[config.mk]
export PLATFORM = sky130hd
export DESIGN_NAME = serial_add_sequencer_flat
export DESIGN_NICKNAME = d
export VERILOG_FILES = /design/src/rtl/serial_add_sequencer_pkg.sv /design/src/rtl/serial_add_sequencer_if.sv /design/src/rtl/serial_add_sequencer_latency_counter.sv /design/src/rtl/serial_add_sequencer.sv /design/src/flat_wrapper.sv
export SDC_FILE = /design/constraint.sdc
export NUM_CORES = 1
export LEC_CHECK = 0
export CORE_MARGIN = 1
export CORE_UTILIZATION = 58
export DETAILED_ROUTE_END_ITERATION = 10
export DONT_BUFFER_PORTS = 1
export PLACE_DENSITY = 0.74
export RECOVER_POWER = 50
export SLEW_MARGIN = 10
export SYNTH_ARGS = -nofsm -noshare
export SYNTH_HDL_FRONTEND = slang
export SYNTH_SLANG_ARGS = --single-unit
[constraint.sdc]
create_clock -name clk -period 1.41 [get_ports clk]
set_input_delay 0.282 -clock clk [delete_from_list [all_inputs] [get_ports clk]]
set_output_delay 0.282 -clock clk [all_outputs]
set_load 0.02 [all_outputs]
[src/rtl/serial_add_sequencer_pkg.sv]
// ============================================================================
//  Module   : serial_add_pkg
//  Purpose  : Shared types and constants for the serial_add_sequencer block.
//             - seq_state_t   : sequencer FSM states
//             - SA_WIDTH      : default operand/sum width
//             - seq_cnt_width : latency-counter width for a given latency
//  Revision : 1.0  initial release
// ============================================================================
`default_nettype none

package serial_add_pkg;

  localparam int SA_WIDTH = 4;

  typedef enum logic [1:0] {
    IDLE = 2'd0,
    LOAD = 2'd1,
    RUN  = 2'd2,
    DONE = 2'd3
  } seq_state_t;

  // One spare bit beyond $clog2 so ADD_LATENCY-1 always fits, including
  // the ADD_LATENCY==1 case where $clog2 returns 0.
  function automatic int seq_cnt_width(input int add_latency);
    return $clog2(add_latency) + 1;
  endfunction

  localparam int SA_CNT_W = seq_cnt_width(SA_WIDTH);

endpackage

`default_nettype wire

[src/rtl/serial_add_sequencer_if.sv]
// ============================================================================
//  Module   : serial_add_sequencer_if
//  Purpose  : Bundles the sequencer's operand port, result port and the pins
//             that connect to the attached serial_adder.
//  Ports    : in_valid/in_ready/in_a/in_b       operand valid/ready port
//             out_valid/out_ready/out_sum/out_cout result valid/ready port
//             out_ovf (only with SEQ_OVF_EN)     signed overflow flag
//             add_a/add_b/add_load               drive serial_adder inputs
//             add_sum/add_cout                   serial_adder results
//  Modports : slave  - the sequencer's view
//             master - the environment's view (producer/consumer/adder)
//  Config   : `define SEQ_OVF_EN to add out_ovf.
//  Revision : 1.0  initial release
// ============================================================================
`default_nettype none

interface serial_add_sequencer_if #(
  parameter int N = 4
) ();

  logic         in_valid;
  logic         in_ready;
  logic [N-1:0] in_a;
  logic [N-1:0] in_b;
  logic         out_valid;
  logic         out_ready;
  logic [N-1:0] out_sum;
  logic         out_cout;
`ifdef SEQ_OVF_EN
  logic         out_ovf;
`endif
  logic [N-1:0] add_a;
  logic [N-1:0] add_b;
  logic         add_load;
  logic [N-1:0] add_sum;
  logic         add_cout;

`ifdef SEQ_OVF_EN
  modport slave (
    input  in_valid, in_a, in_b, out_ready, add_sum, add_cout,
    output in_ready, out_valid, out_sum, out_cout, out_ovf,
           add_a, add_b, add_load
  );
  modport master (
    output in_valid, in_a, in_b, out_ready, add_sum, add_cout,
    input  in_ready, out_valid, out_sum, out_cout, out_ovf,
           add_a, add_b, add_load
  );
`else
  modport slave (
    input  in_valid, in_a, in_b, out_ready, add_sum, add_cout,
    output in_ready, out_valid, out_sum, out_cout,
           add_a, add_b, add_load
  );
  modport master (
    output in_valid, in_a, in_b, out_ready, add_sum, add_cout,
    input  in_ready, out_valid, out_sum, out_cout,
           add_a, add_b, add_load
  );
`endif

endinterface

`default_nettype wire

[src/rtl/serial_add_sequencer_latency_counter.sv]
// ============================================================================
//  Module   : seq_latency_counter
//  Purpose  : Clearable up-counter with a terminal-count flag that is high
//             while the count equals ADD_LATENCY-1.
//  Ports    : clk    - clock, rising edge
//             reset  - synchronous active-high reset (count -> 0)
//             i_clr  - synchronous clear (count -> 0)
//             i_en   - count enable
//             o_tc   - terminal count reached
//  Revision : 1.0  initial release
// ============================================================================
`default_nettype none

module seq_latency_counter #(
  parameter int ADD_LATENCY = 4,
  parameter int CNT_W       = 3
) (
  input  wire  clk,
  input  wire  reset,
  input  wire  i_clr,
  input  wire  i_en,
  output logic o_tc
);

  localparam logic [CNT_W-1:0] c_TC_VALUE = CNT_W'(ADD_LATENCY - 1);

  logic [CNT_W-1:0] r_count;

  always_ff @(posedge clk) begin
    if (reset) begin
      r_count <= '0;
    end else if (i_clr) begin
      r_count <= '0;
    end else if (i_en) begin
      r_count <= r_count + CNT_W'(1);
    end
  end

  assign o_tc = (r_count == c_TC_VALUE);

endmodule

`default_nettype wire

[src/rtl/serial_add_sequencer.sv]
// ============================================================================
//  Module   : serial_add_sequencer
//  Purpose  : Transaction front-end for an N-bit serial_adder. Accepts one
//             operand pair, pulses the adder's load pin, waits ADD_LATENCY
//             cycles, captures sum/cout and offers them on the result port.
//             One transaction in flight at a time.
//  Ports    : clk    - clock, rising edge
//             reset  - synchronous active-high reset (shared with the adder)
//             bus    - serial_add_sequencer_if.slave (operand port, result
//                      port and serial_adder pins)
//  Params   : N           - operand/sum width (must match the adder)
//             ADD_LATENCY - cycles from the adder's load edge to a stable
//                           sum/cout; must be >= 1
//  Config   : `define SEQ_OVF_EN adds bus.out_ovf, the signed two's-complement
//             overflow flag captured alongside out_sum.
//  Revision : 1.0  initial release
// ============================================================================
`default_nettype none

module serial_add_sequencer
  import serial_add_pkg::*;
#(
  parameter int N           = SA_WIDTH,
  parameter int ADD_LATENCY = N
) (
  input wire                    clk,
  input wire                    reset,
  serial_add_sequencer_if.slave bus
);

  localparam int c_CNT_W = seq_cnt_width(ADD_LATENCY);

  seq_state_t   r_state;
  seq_state_t   w_state_nxt;

  logic         w_in_ready;
  logic         w_out_valid;
  logic         w_add_load;
  logic         w_accept;
  logic         w_capture;
  logic         w_cnt_clr;
  logic         w_cnt_en;
  logic         w_tc;

  logic [N-1:0] r_a;
  logic [N-1:0] r_b;
  logic [N-1:0] r_sum;
  logic         r_cout;

  // --------------------------------------------------------------------------
  // Latency counter: cleared in LOAD so that the first RUN cycle sees 0 and
  // the terminal count lands on the ADD_LATENCY-th edge after the load edge.
  // --------------------------------------------------------------------------
  seq_latency_counter #(
    .ADD_LATENCY (ADD_LATENCY),
    .CNT_W       (c_CNT_W)
  ) u_latency_counter (
    .clk   (clk),
    .reset (reset),
    .i_clr (w_cnt_clr),
    .i_en  (w_cnt_en),
    .o_tc  (w_tc)
  );

  // --------------------------------------------------------------------------
  // FSM state register
  // --------------------------------------------------------------------------
  always_ff @(posedge clk) begin
    if (reset) begin
      r_state <= IDLE;
    end else begin
      r_state <= w_state_nxt;
    end
  end

  // --------------------------------------------------------------------------
  // FSM next-state and decoded outputs. Handshake outputs are pure state
  // decodes, so reset values follow directly from r_state == IDLE.
  // --------------------------------------------------------------------------
  always_comb begin
    w_state_nxt = r_state;
    w_in_ready  = 1'b0;
    w_out_valid = 1'b0;
    w_add_load  = 1'b0;
    w_accept    = 1'b0;
    w_capture   = 1'b0;
    w_cnt_clr   = 1'b0;
    w_cnt_en    = 1'b0;

    unique case (r_state)
      IDLE: begin
        w_in_ready = 1'b1;
        if (bus.in_valid) begin
          w_accept    = 1'b1;
          w_state_nxt = LOAD;
        end
      end
      LOAD: begin
        w_add_load  = 1'b1;
        w_cnt_clr   = 1'b1;
        w_state_nxt = RUN;
      end
      RUN: begin
        w_cnt_en = 1'b1;
        if (w_tc) begin
          w_capture   = 1'b1;
          w_state_nxt = DONE;
        end
      end
      DONE: begin
        w_out_valid = 1'b1;
        if (bus.out_ready) begin
          w_state_nxt = IDLE;
        end
      end
      default: begin
        w_state_nxt = IDLE;
      end
    endcase
  end

  // --------------------------------------------------------------------------
  // Operand and result registers. Operands are only written on acceptance,
  // so the adder inputs stay stable from LOAD through DONE.
  // --------------------------------------------------------------------------
  always_ff @(posedge clk) begin
    if (reset) begin
      r_a    <= '0;
      r_b    <= '0;
      r_sum  <= '0;
      r_cout <= 1'b0;
    end else begin
      if (w_accept) begin
        r_a <= bus.in_a;
        r_b <= bus.in_b;
      end
      if (w_capture) begin
        r_sum  <= bus.add_sum;
        r_cout <= bus.add_cout;
      end
    end
  end

`ifdef SEQ_OVF_EN
  // Signed overflow: operands share a sign and the sum's sign differs.
  logic r_ovf;
  logic w_ovf;

  assign w_ovf = (r_a[N-1] == r_b[N-1]) && (bus.add_sum[N-1] != r_a[N-1]);

  always_ff @(posedge clk) begin
    if (reset) begin
      r_ovf <= 1'b0;
    end else if (w_capture) begin
      r_ovf <= w_ovf;
    end
  end

  assign bus.out_ovf = r_ovf;
`endif

  assign bus.in_ready  = w_in_ready;
  assign bus.out_valid = w_out_valid;
  assign bus.out_sum   = r_sum;
  assign bus.out_cout  = r_cout;
  assign bus.add_a     = r_a;
  assign bus.add_b     = r_b;
  assign bus.add_load  = w_add_load;

endmodule

`default_nettype wire

[src/flat_wrapper.sv]
// flat-port wrapper written by rule: the top's interface ports become plain ports
module serial_add_sequencer_flat import serial_add_pkg::*;
#(
  parameter int N           = SA_WIDTH,
  parameter int ADD_LATENCY = N
)
  (clk, reset, bus_in_valid, bus_in_a, bus_in_b, bus_out_ready, bus_add_sum, bus_add_cout, bus_in_ready, bus_out_valid, bus_out_sum, bus_out_cout, bus_add_a, bus_add_b, bus_add_load);
  serial_add_sequencer_if #(.N(N)) bus_i ();
  input wire clk;
  input wire reset;
  input wire logic [$bits(bus_i.in_valid)-1:0] bus_in_valid;
  input wire logic [$bits(bus_i.in_a)-1:0] bus_in_a;
  input wire logic [$bits(bus_i.in_b)-1:0] bus_in_b;
  input wire logic [$bits(bus_i.out_ready)-1:0] bus_out_ready;
  input wire logic [$bits(bus_i.add_sum)-1:0] bus_add_sum;
  input wire logic [$bits(bus_i.add_cout)-1:0] bus_add_cout;
  output wire logic [$bits(bus_i.in_ready)-1:0] bus_in_ready;
  output wire logic [$bits(bus_i.out_valid)-1:0] bus_out_valid;
  output wire logic [$bits(bus_i.out_sum)-1:0] bus_out_sum;
  output wire logic [$bits(bus_i.out_cout)-1:0] bus_out_cout;
  output wire logic [$bits(bus_i.add_a)-1:0] bus_add_a;
  output wire logic [$bits(bus_i.add_b)-1:0] bus_add_b;
  output wire logic [$bits(bus_i.add_load)-1:0] bus_add_load;
  assign bus_i.in_valid = bus_in_valid;
  assign bus_i.in_a = bus_in_a;
  assign bus_i.in_b = bus_in_b;
  assign bus_i.out_ready = bus_out_ready;
  assign bus_i.add_sum = bus_add_sum;
  assign bus_i.add_cout = bus_add_cout;
  assign bus_in_ready = bus_i.in_ready;
  assign bus_out_valid = bus_i.out_valid;
  assign bus_out_sum = bus_i.out_sum;
  assign bus_out_cout = bus_i.out_cout;
  assign bus_add_a = bus_i.add_a;
  assign bus_add_b = bus_i.add_b;
  assign bus_add_load = bus_i.add_load;
  serial_add_sequencer #(.N(N), .ADD_LATENCY(ADD_LATENCY)) u_core (.clk(clk), .reset(reset), .bus(bus_i));
endmodule
Word-level counts from Yosys, hierarchy flattened. Index checks and enable logic that the tools add are counted.

Flip-flop bits (word level): 18. Bits in latches: 0. Bits in writable memories: 0. ROM bits: 0. Input bits: 17. Output and inout bits: 16. Logic and storage cells: 29. Memories: 0.

Add/subtract/negate cells: 1. Multiply operators: 0. Div/mod/pow operators: 0. Order comparisons: 0. Eq/ne operators: 7. Shifts and indexed selects: 0. Muxes and demuxes: 12. Bitwise operators: 0. Reductions and logical operators: 3.

Operator list (number): $mux W1 (8); $pmux W2 S4 (1); $mux W2 (3); $ne A2 B2 Y1 const B (3); $eq A2 B2 Y1 const B (2); $add A3 B1 Y3 const B (1); $eq A3 B2 Y1 const B (1); $reduce_and A3 Y1 (1); $eq A2 B1 Y1 const B (1); $logic_not A2 Y1 (1); $reduce_or A2 Y1 (1).

Logic depth before layout (Yosys ltp). Gate-level depths: netlist of run 1.

Depth in word-level cells: 3. Gate-level depth with buffers: 6.

Cells and area by module. From an unflattened synthesis of run 1, not the netlist that was laid out.

Cells, all modules: 88. Area total of the unflattened synthesis: 799.5 um2.

By module, submodules not included: serial_add_sequencer (times used 1, cells each 76, area each 653.1 um2); seq_latency_counter (times used 1, cells each 12, area each 146.4 um2).

Worst setup path before layout of run 1. OpenSTA, ideal clock, no wires.

Kind: reg-to-reg. Start: reg u_core.r_state[0]. End: reg u_core.r_state[0]. Arrival: 1262 ps. Path slack: 33 ps. Stages on the path, launching flop included: 7. Path through: dfxtp_1 > inv_1 > ha_1 > buf_6 > inv_4 > o221a_4 > o21a_1.

Longest elaborated chain between the ends: 3. Elaborated cells on any way between the ends: 9. Classes of those cells: eq/ne (6); mux (1); reduce/logical (2).

Ends and longest elaborated chain: from (decl) (line serial_add_sequencer.sv:33) `seq_state_t r_state;`; from (signal assigned) (line serial_add_sequencer.sv:72) `r_state <= w_state_nxt;`; $eq A2 B2 Y1 / $logic_not A2 Y1 (equally long branches) (line serial_add_sequencer.sv:90) `unique case (r_state)`; $ne A2 B2 Y1 (no line); $reduce_and A3 Y1 (no line).

Parallel ways exist; a longest one is shown, timed or not. A chain may end at the register's enable or synchronous reset.

Final worst setup path of run 1.
Start: reg u_core.r_state[0]. End: out bus_in_ready.

Longest elaborated chain between the ends: 2.

Ends and longest elaborated chain: $logic_not A2 Y1 (line serial_add_sequencer.sv:90); $mux W1 (line serial_add_sequencer.sv:90); to (decl) (line flat_wrapper.sv:17) `output wire logic [$bits(bus_i.in_ready)-1:0] bus_in_ready;`.

Every way passes these cells.

==> results.md, run 1 <==
* Setup Buffers After CTS at 0
* CP max FO at 4
* DR vias at 604
* Largest net degree at the start of global routing at 20
* M1 GR Usage at 22.4%
* Worst slew pin tran at 0.252 ns
* Synth warn at 0
* Leakage power at 0.327 nW
* Status: finished clean
* # diodes at 0
* Nets at 117
* RSZ-0062 raised after global routing: true
* Setup crit end kind: primary output
* Yosys reg bits at 18
* Setup TNS Final at 0 ns
* Synthesis-to-layout area growth at 10.8%
* Fillcell total at 95
* Crit path DAT at 1.12 ns
* Skew-Pair Late Insertion Delay at 0.29 ns
* Share of layout cells above drive strength 1 at 19.4%
* WS Path Type: flop to primary output
* Row Count at 12
* Max Fclk at 0.715 GHz
* Max-slew violation count at 0
* Initial Utilization at 66.4%
* Cell Pwr Density at 2020 nW/um2
* Synthesized cell area at 787 um2
* Num CTS Buffers at 3
* Busiest grt layer: met2
* Core ar. at 1190 um2
* CP Launch Type: flop
* # resized after CTS at 3
* Detailed placement HPWL at 1050 um
* I/O Buffers at 0
* Max Root-Sink Buffers at 2
* Vias in the first global route at 544
* Met2 Use GR at 36.7%
* Die Y at 38.8 um
* Clk_skew at 0.000650 ns
* CTS Root Cell: clkbuf_4
* Critical Path RT at 1.13 ns
* Die footprint at 1510 um2
* Antenna violations before repair at 0
* Initial DRC Count at 7
* Met3 Use GR at 9.83%
* GRT Total Usage at 21.8%
* Final setup viols at 0
* Post-synth cell types at 20
* CTS tree: done
* Post-Syn Nets at 111
* IO Pins at 33
* Mapped Avg Cell Area at 8.94 um2
* # DRC at 0
* Final ANT Viol Nets at 0
* DR WL/cell at 13.5 um
* Gpl congestion at 0.702
* Worst Setup Slack, final at 0.0112 ns
* Placement Setup Slack at 0.113 ns
* CP max-delay cell: dfxtp_2
* DIE WIDTH at 38.8 um
* Clock sinks at 18
* Seq/Total Area, Yosys at 45.8%
* Post-route clock period utilization at 99.2%
* Worst path max stage delay at 0.38 ns
* H-tree Lvls at 1
* Min Tclk post-route at 1.40 ns
* Max-cap viol count at 0
* Pre-antenna DRT Iters at 5
* Peak supply drop at 1710 uV
* Vias per cell at 5.64
* Min-delay worst type: primary input to flop
* Relative slew slack at 83.2%
* Fin. Hold Viols at 0
* First-pass GRT wire length at 2180 um
* Hold_buf cts at 0
* Post-Syn Instances at 88
* Clock slew at reported path FFs at 0.10 ns
* Final WL at 1450 um
* Grt total ovfl at 0
* Crit path cell chain: inv_1 -> ha_4 -> buf_4
[cells in the mapped netlist]
cell type | number | area (um2)
clkbuf_2 | 1 | 5.00
a31oi_1 | 1 | 6.26
nand2_1 | 15 | 56.3
inv_4 | 1 | 6.26
ha_1 | 6 | 75.1
nor2_1 | 1 | 3.75
o221a_4 | 1 | 20.0
a21oi_1 | 13 | 65.1
buf_2 | 2 | 10.0
inv_1 | 4 | 15.0
a2111oi_2 | 1 | 15.0
buf_4 | 1 | 7.51
o21a_1 | 1 | 7.51
nor3_1 | 2 | 10.0
buf_6 | 1 | 11.3
mux2i_1 | 2 | 20.0
xnor2_1 | 1 | 8.76
nand2b_1 | 3 | 18.8
dfxtp_1 | 18 | 360
nand3_1 | 13 | 65.1
[layout by cell type, fill, tap and decap left out, types with 3 or more instances in the layout]
master / netlist / routed
a21oi_1: 13 / 13
buf_4: 1 / 6
clkbuf_4: 0 / 3
dfxtp_1: 18 / 16
ha_1: 6 / 3
inv_1: 4 / 4
nand2_1: 15 / 15
nand2b_1: 3 / 3
nand3_1: 13 / 13
[cells by family after synthesis]
| family | after synthesis | share of synthesized area (%) |
|---|---|---|
| flops | 18 | 45.8 |
| xor+xnor | 1 | 1.11 |
| fa+ha+maj | 6 | 9.54 |
| compound gates | 17 | 14.5 |
| buf+inv | 10 | 6.99 |
| mux | 2 | 2.54 |
| simple gates | 34 | 19.6 |
[sequential cells by signal, summed over array words and instances (netlist names)]
register,flops
u_core.bus.add_a,4
u_core.bus.add_b,4
u_core.bus.out_sum,4
u_core.u_latency_counter.r_count,3
u_core.r_state,2
u_core.bus.out_cout,1
[power by group]
| part | internal, mW | switching [mW] |
|---|---|---|
| Sequential | 0.606 | 0.122 |
| Clock | 0.157 | 0.152 |
| Combinational | 0.337 | 0.390 |
[through the flow]
stage	utilization, %	hold slack [ns]	power [mW]	area [um2]	instances
floorplan	-	0.430	1.27	787	88
global placement	68.8	0.353	1.37	816	103
detailed placement	68.8	0.355	1.38	816	103
CTS	72.3	0.0343	1.71	857	107
global route	73.5	0.0200	1.88	872	107
finish	73.5	0.0443	1.76	872	107
[path summary, 6_finish.rpt]
path,startpoint,endpoint,slack [ns],cells after the start
worst min register to register,u_core.r_state[1]$_SDFFE_PP0P_,u_core.r_state[1]$_SDFFE_PP0P_,0.52,2
worst max-delay path,u_core.r_state[0]$_SDFFE_PP0P_,bus_in_ready,0.01,3
worst max register to register,u_core.r_state[0]$_SDFFE_PP0P_,u_core.r_state[0]$_SDFFE_PP0P_,0.07,5
worst min-delay path,reset,u_core.bus.add_a[0]$_SDFFE_PP0P_,0.04,1
[worst max-delay path, delay by kind of cell (launching register included)]
family	cells	cell delay, ns
buffers and inverters	2	0.25
flip-flops	1	0.38
adder cells (fa/ha/maj)	1	0.19
[routing by layer]
| layer | vias up | routed length [um] | part of all wire, % |
|---|---|---|---|
| li1 | 306 | - | - |
| met4 | 0 | 14 | 0.97 |
| met5 | - | 0 | 0 |
| met3 | 2 | 106 | 7.3 |
| met2 | 24 | 735 | 51 |
| met1 | 272 | 593 | 41 |
[layout make-up]
cell class              instances  area, um2  area share, %
repair buffers                  6       45.0           5.16
flip-flops and latches         18        363           41.6
inverters                       5       21.3           2.44
clock buffers                   4       36.3           4.16
multi-input cells              60        389           44.6
well taps                      14       17.5           2.01
Power figures use the tool's default switching activity.
==> inputs of run 2 (changes only) <==
--- a/config.mk
+++ b/config.mk
@@ -5,11 +5,12 @@
 export SDC_FILE = /design/constraint.sdc
 export NUM_CORES = 1
 export LEC_CHECK = 0
+export CAP_MARGIN = 30
 export CORE_MARGIN = 1
-export CORE_UTILIZATION = 58
+export CORE_UTILIZATION = 52
 export DETAILED_ROUTE_END_ITERATION = 10
 export DONT_BUFFER_PORTS = 1
-export PLACE_DENSITY = 0.74
+export PLACE_DENSITY = 0.7
 export RECOVER_POWER = 50
 export SLEW_MARGIN = 10
 export SYNTH_ARGS = -nofsm -noshare
==> constraint.sdc (replaced) <==
create_clock -name clk -period 1.2 [get_ports clk]
set_input_delay 0.24 -clock clk [delete_from_list [all_inputs] [get_ports clk]]
set_output_delay 0.24 -clock clk [all_outputs]
set_load 0.02 [all_outputs]
==> run 2 against run 1 <==
  * Sequential power rose by 18%
  * Critical path depth is the same
  * Design area is 18% higher
  * Count of clock-buffer cells in the layout is the same
  * Via count up 8.6%
  * Global-route usage rose by 0.24 points
  * Worst hold slack lost 0.039 ns
  * The flow now finishes with violations (setup timing)
  * Combinational power grew 61%
  * Core utilization up 2.8 points
  * Worst setup slack worse by 0.11 ns
  * Largest power group is now combinational logic
  * Highest routed layer unchanged
  * Total power increased by 36%
  * Wire length rose by 15%
==> results.md, run 2 (same netlist as run 1, synthesis figures left out) <==
* Nets at 126
* Crit path DAT at 1.06 ns
* Clock sinks at 18
* Skew-Pair Late Insertion Delay at 0.29 ns
* I/O Buffers at 0
* CP Launch Type: flop
* Die footprint at 1670 um2
* Hold Crit Depth at 1
* Clk_skew at 0.00646 ns
* First-pass GRT wire length at 2350 um
* Final ANT Viol Nets at 0
* Final setup viols at 6
* CTS tree: done
* Relative slew slack at 78.6%
* IO Pins at 33
* Min Tclk post-route at 1.30 ns
* Max Root-Sink Buffers at 2
* Worst Setup Slack, final at -0.102 ns
* Initial Utilization at 58.3%
* Post-layout util at 76.3%
* Final WL at 1670 um
* Critical Path RT at 0.96 ns
* Antenna violations before repair at 0
* Vias per cell at 5.61
* # diodes at 0
* Most common cell after layout, fill and taps aside: dfxtp_1
* Worst Hold End: u_core.bus.add_b[1]$_SDFFE_PP0P_
* DR vias at 656
* Worst slew pin tran at 0.320 ns
* GRT Total Usage at 22.0%
* Clock slew at reported path FFs at 0.11 ns
* Setup crit end kind: primary output
* Synthesis-to-layout area growth at 30.8%
* # DRC at 0
* Detailed placement HPWL at 1050 um
* Violated checks: setup timing
* DIE WIDTH at 40.9 um
* Row Count at 13
* Die Y at 40.9 um
* Max Fclk at 0.768 GHz
* RSZ-0062 raised after global routing: true
* Most frequent cells in the layout: 14 x dfxtp_1, 13 x nand3_1, 13 x nand2_1, 11 x a21oi_1, 7 x buf_4
* Largest net degree at the start of global routing at 16
* Status: complete, but fails checks
* Layout Cells excl Fill at 117
* Placed Cells at 106
* Leakage power at 0.397 nW
* Fin. Hold Viols at 0
* Hold path startpoint: reset
* Pre-antenna DRT Iters at 4
* Num CTS Buffers at 3
* Core ar. at 1350 um2
* Min-delay worst type: primary input to flop
* Vias in the first global route at 542
* CTS Root Cell: clkbuf_4
* R2R Path End: u_core.r_state[0]$_SDFFE_PP0P_
* DR WL/cell at 14.2 um
* R2r setup slk at -0.08 ns
* Post-route clock period utilization at 109%
* Initial DRC Count at 5
* Reg2reg path depth at 6
* R2R Path Start: u_core.r_state[0]$_SDFFE_PP0P_
* Peak supply drop at 1490 uV
* Grt total ovfl at 0
* Cell Pwr Density at 2340 nW/um2
* Max-cap viol count at 0
* Gpl congestion at 0.669
* Share of layout cells above drive strength 1 at 33.3%
* WS Path Type: flop to primary output
* CP max FO at 3
* Max-slew violation count at 0
* H-tree Lvls at 1
[run 2: changes by cell type in the layout (fill, tap and decap cells not counted), sizes merged]
cell,change
buf,+6
dlygate4sd3,+3
[run 2: power breakdown]
| part | internal (mW) | switching (mW) |
|---|---|---|
| logic | 0.588 | 0.577 |
| clock network | 0.185 | 0.198 |
| registers | 0.719 | 0.141 |
| total | 1.49 | 0.916 |
[run 2: stage by stage]
step | setup slack (ns) | hold slack (ns) | total power, mW | area [um2] | setup TNS [ns]
3_5_place_dp | -0.0145 | 0.313 | 1.74 | 862 | -0.0209
4_1_cts | -0.105 | 0.000789 | 2.34 | 986 | -0.369
6_report | -0.102 | 0.00527 | 2.41 | 1030 | -0.410
5_1_grt | -0.127 | 0.000398 | 2.55 | 1030 | -0.905
3_3_place_gp | 0.0180 | 0.311 | 1.73 | 862 | 0
2_1_floorplan | -0.00247 | 0.388 | 1.56 | 817 | -0.00247
[run 2: timing repair]
item                       CTS  global route
setup endpoints to repair   11            18
setup buffers                4             0
hold buffers                 1             2
hold endpoints to repair     5             7
gates resized for setup     11             7
pin swaps                    2             2
[run 2: area by class of cell]
class	instances	area, um2
sequential	18	368
clock buffer	4	36.3
tap	15	18.8
inverter	5	21.3
fill	104	320
timing repair buffer	15	139
multi-input combinational	60	447
[run 2: worst max path at each step]
stage / startpoint / to / cells past startpoint
3_3_place_gp: u_core.u_latency_counter.r_count[0]$_SDFFE_PP0P_ / u_core.r_state[0]$_SDFFE_PP0P_ / 4
6_report: u_core.r_state[0]$_SDFFE_PP0P_ / bus_add_load / 3
2_1_floorplan: u_core.r_state[1]$_SDFFE_PP0P_ / u_core.r_state[0]$_SDFFE_PP0P_ / 6
3_5_place_dp: u_core.r_state[0]$_SDFFE_PP0P_ / u_core.u_latency_counter.r_count[2]$_SDFFE_PP0P_ / 5
4_1_cts: u_core.r_state[0]$_SDFFE_PP0P_ / bus_add_load / 3
5_1_grt: u_core.r_state[0]$_SDFFE_PP0P_ / u_core.r_state[0]$_SDFFE_PP0P_ / 6
[run 2: layer usage]
metal | share of wire, % | track usage (%)
met1 | 46 | 27.9
met2 | 47 | 36.3
met3 | 5.7 | 4.89
met4 | 1.0 | 7.50
met5 | 0 | 0
[run 2: worst max-delay path, cell delays in order (launching register included)]
cell and delay, ns:
dfxtp_4 0.38, buf_6 0.12, ha_4 0.15, buf_6 0.12
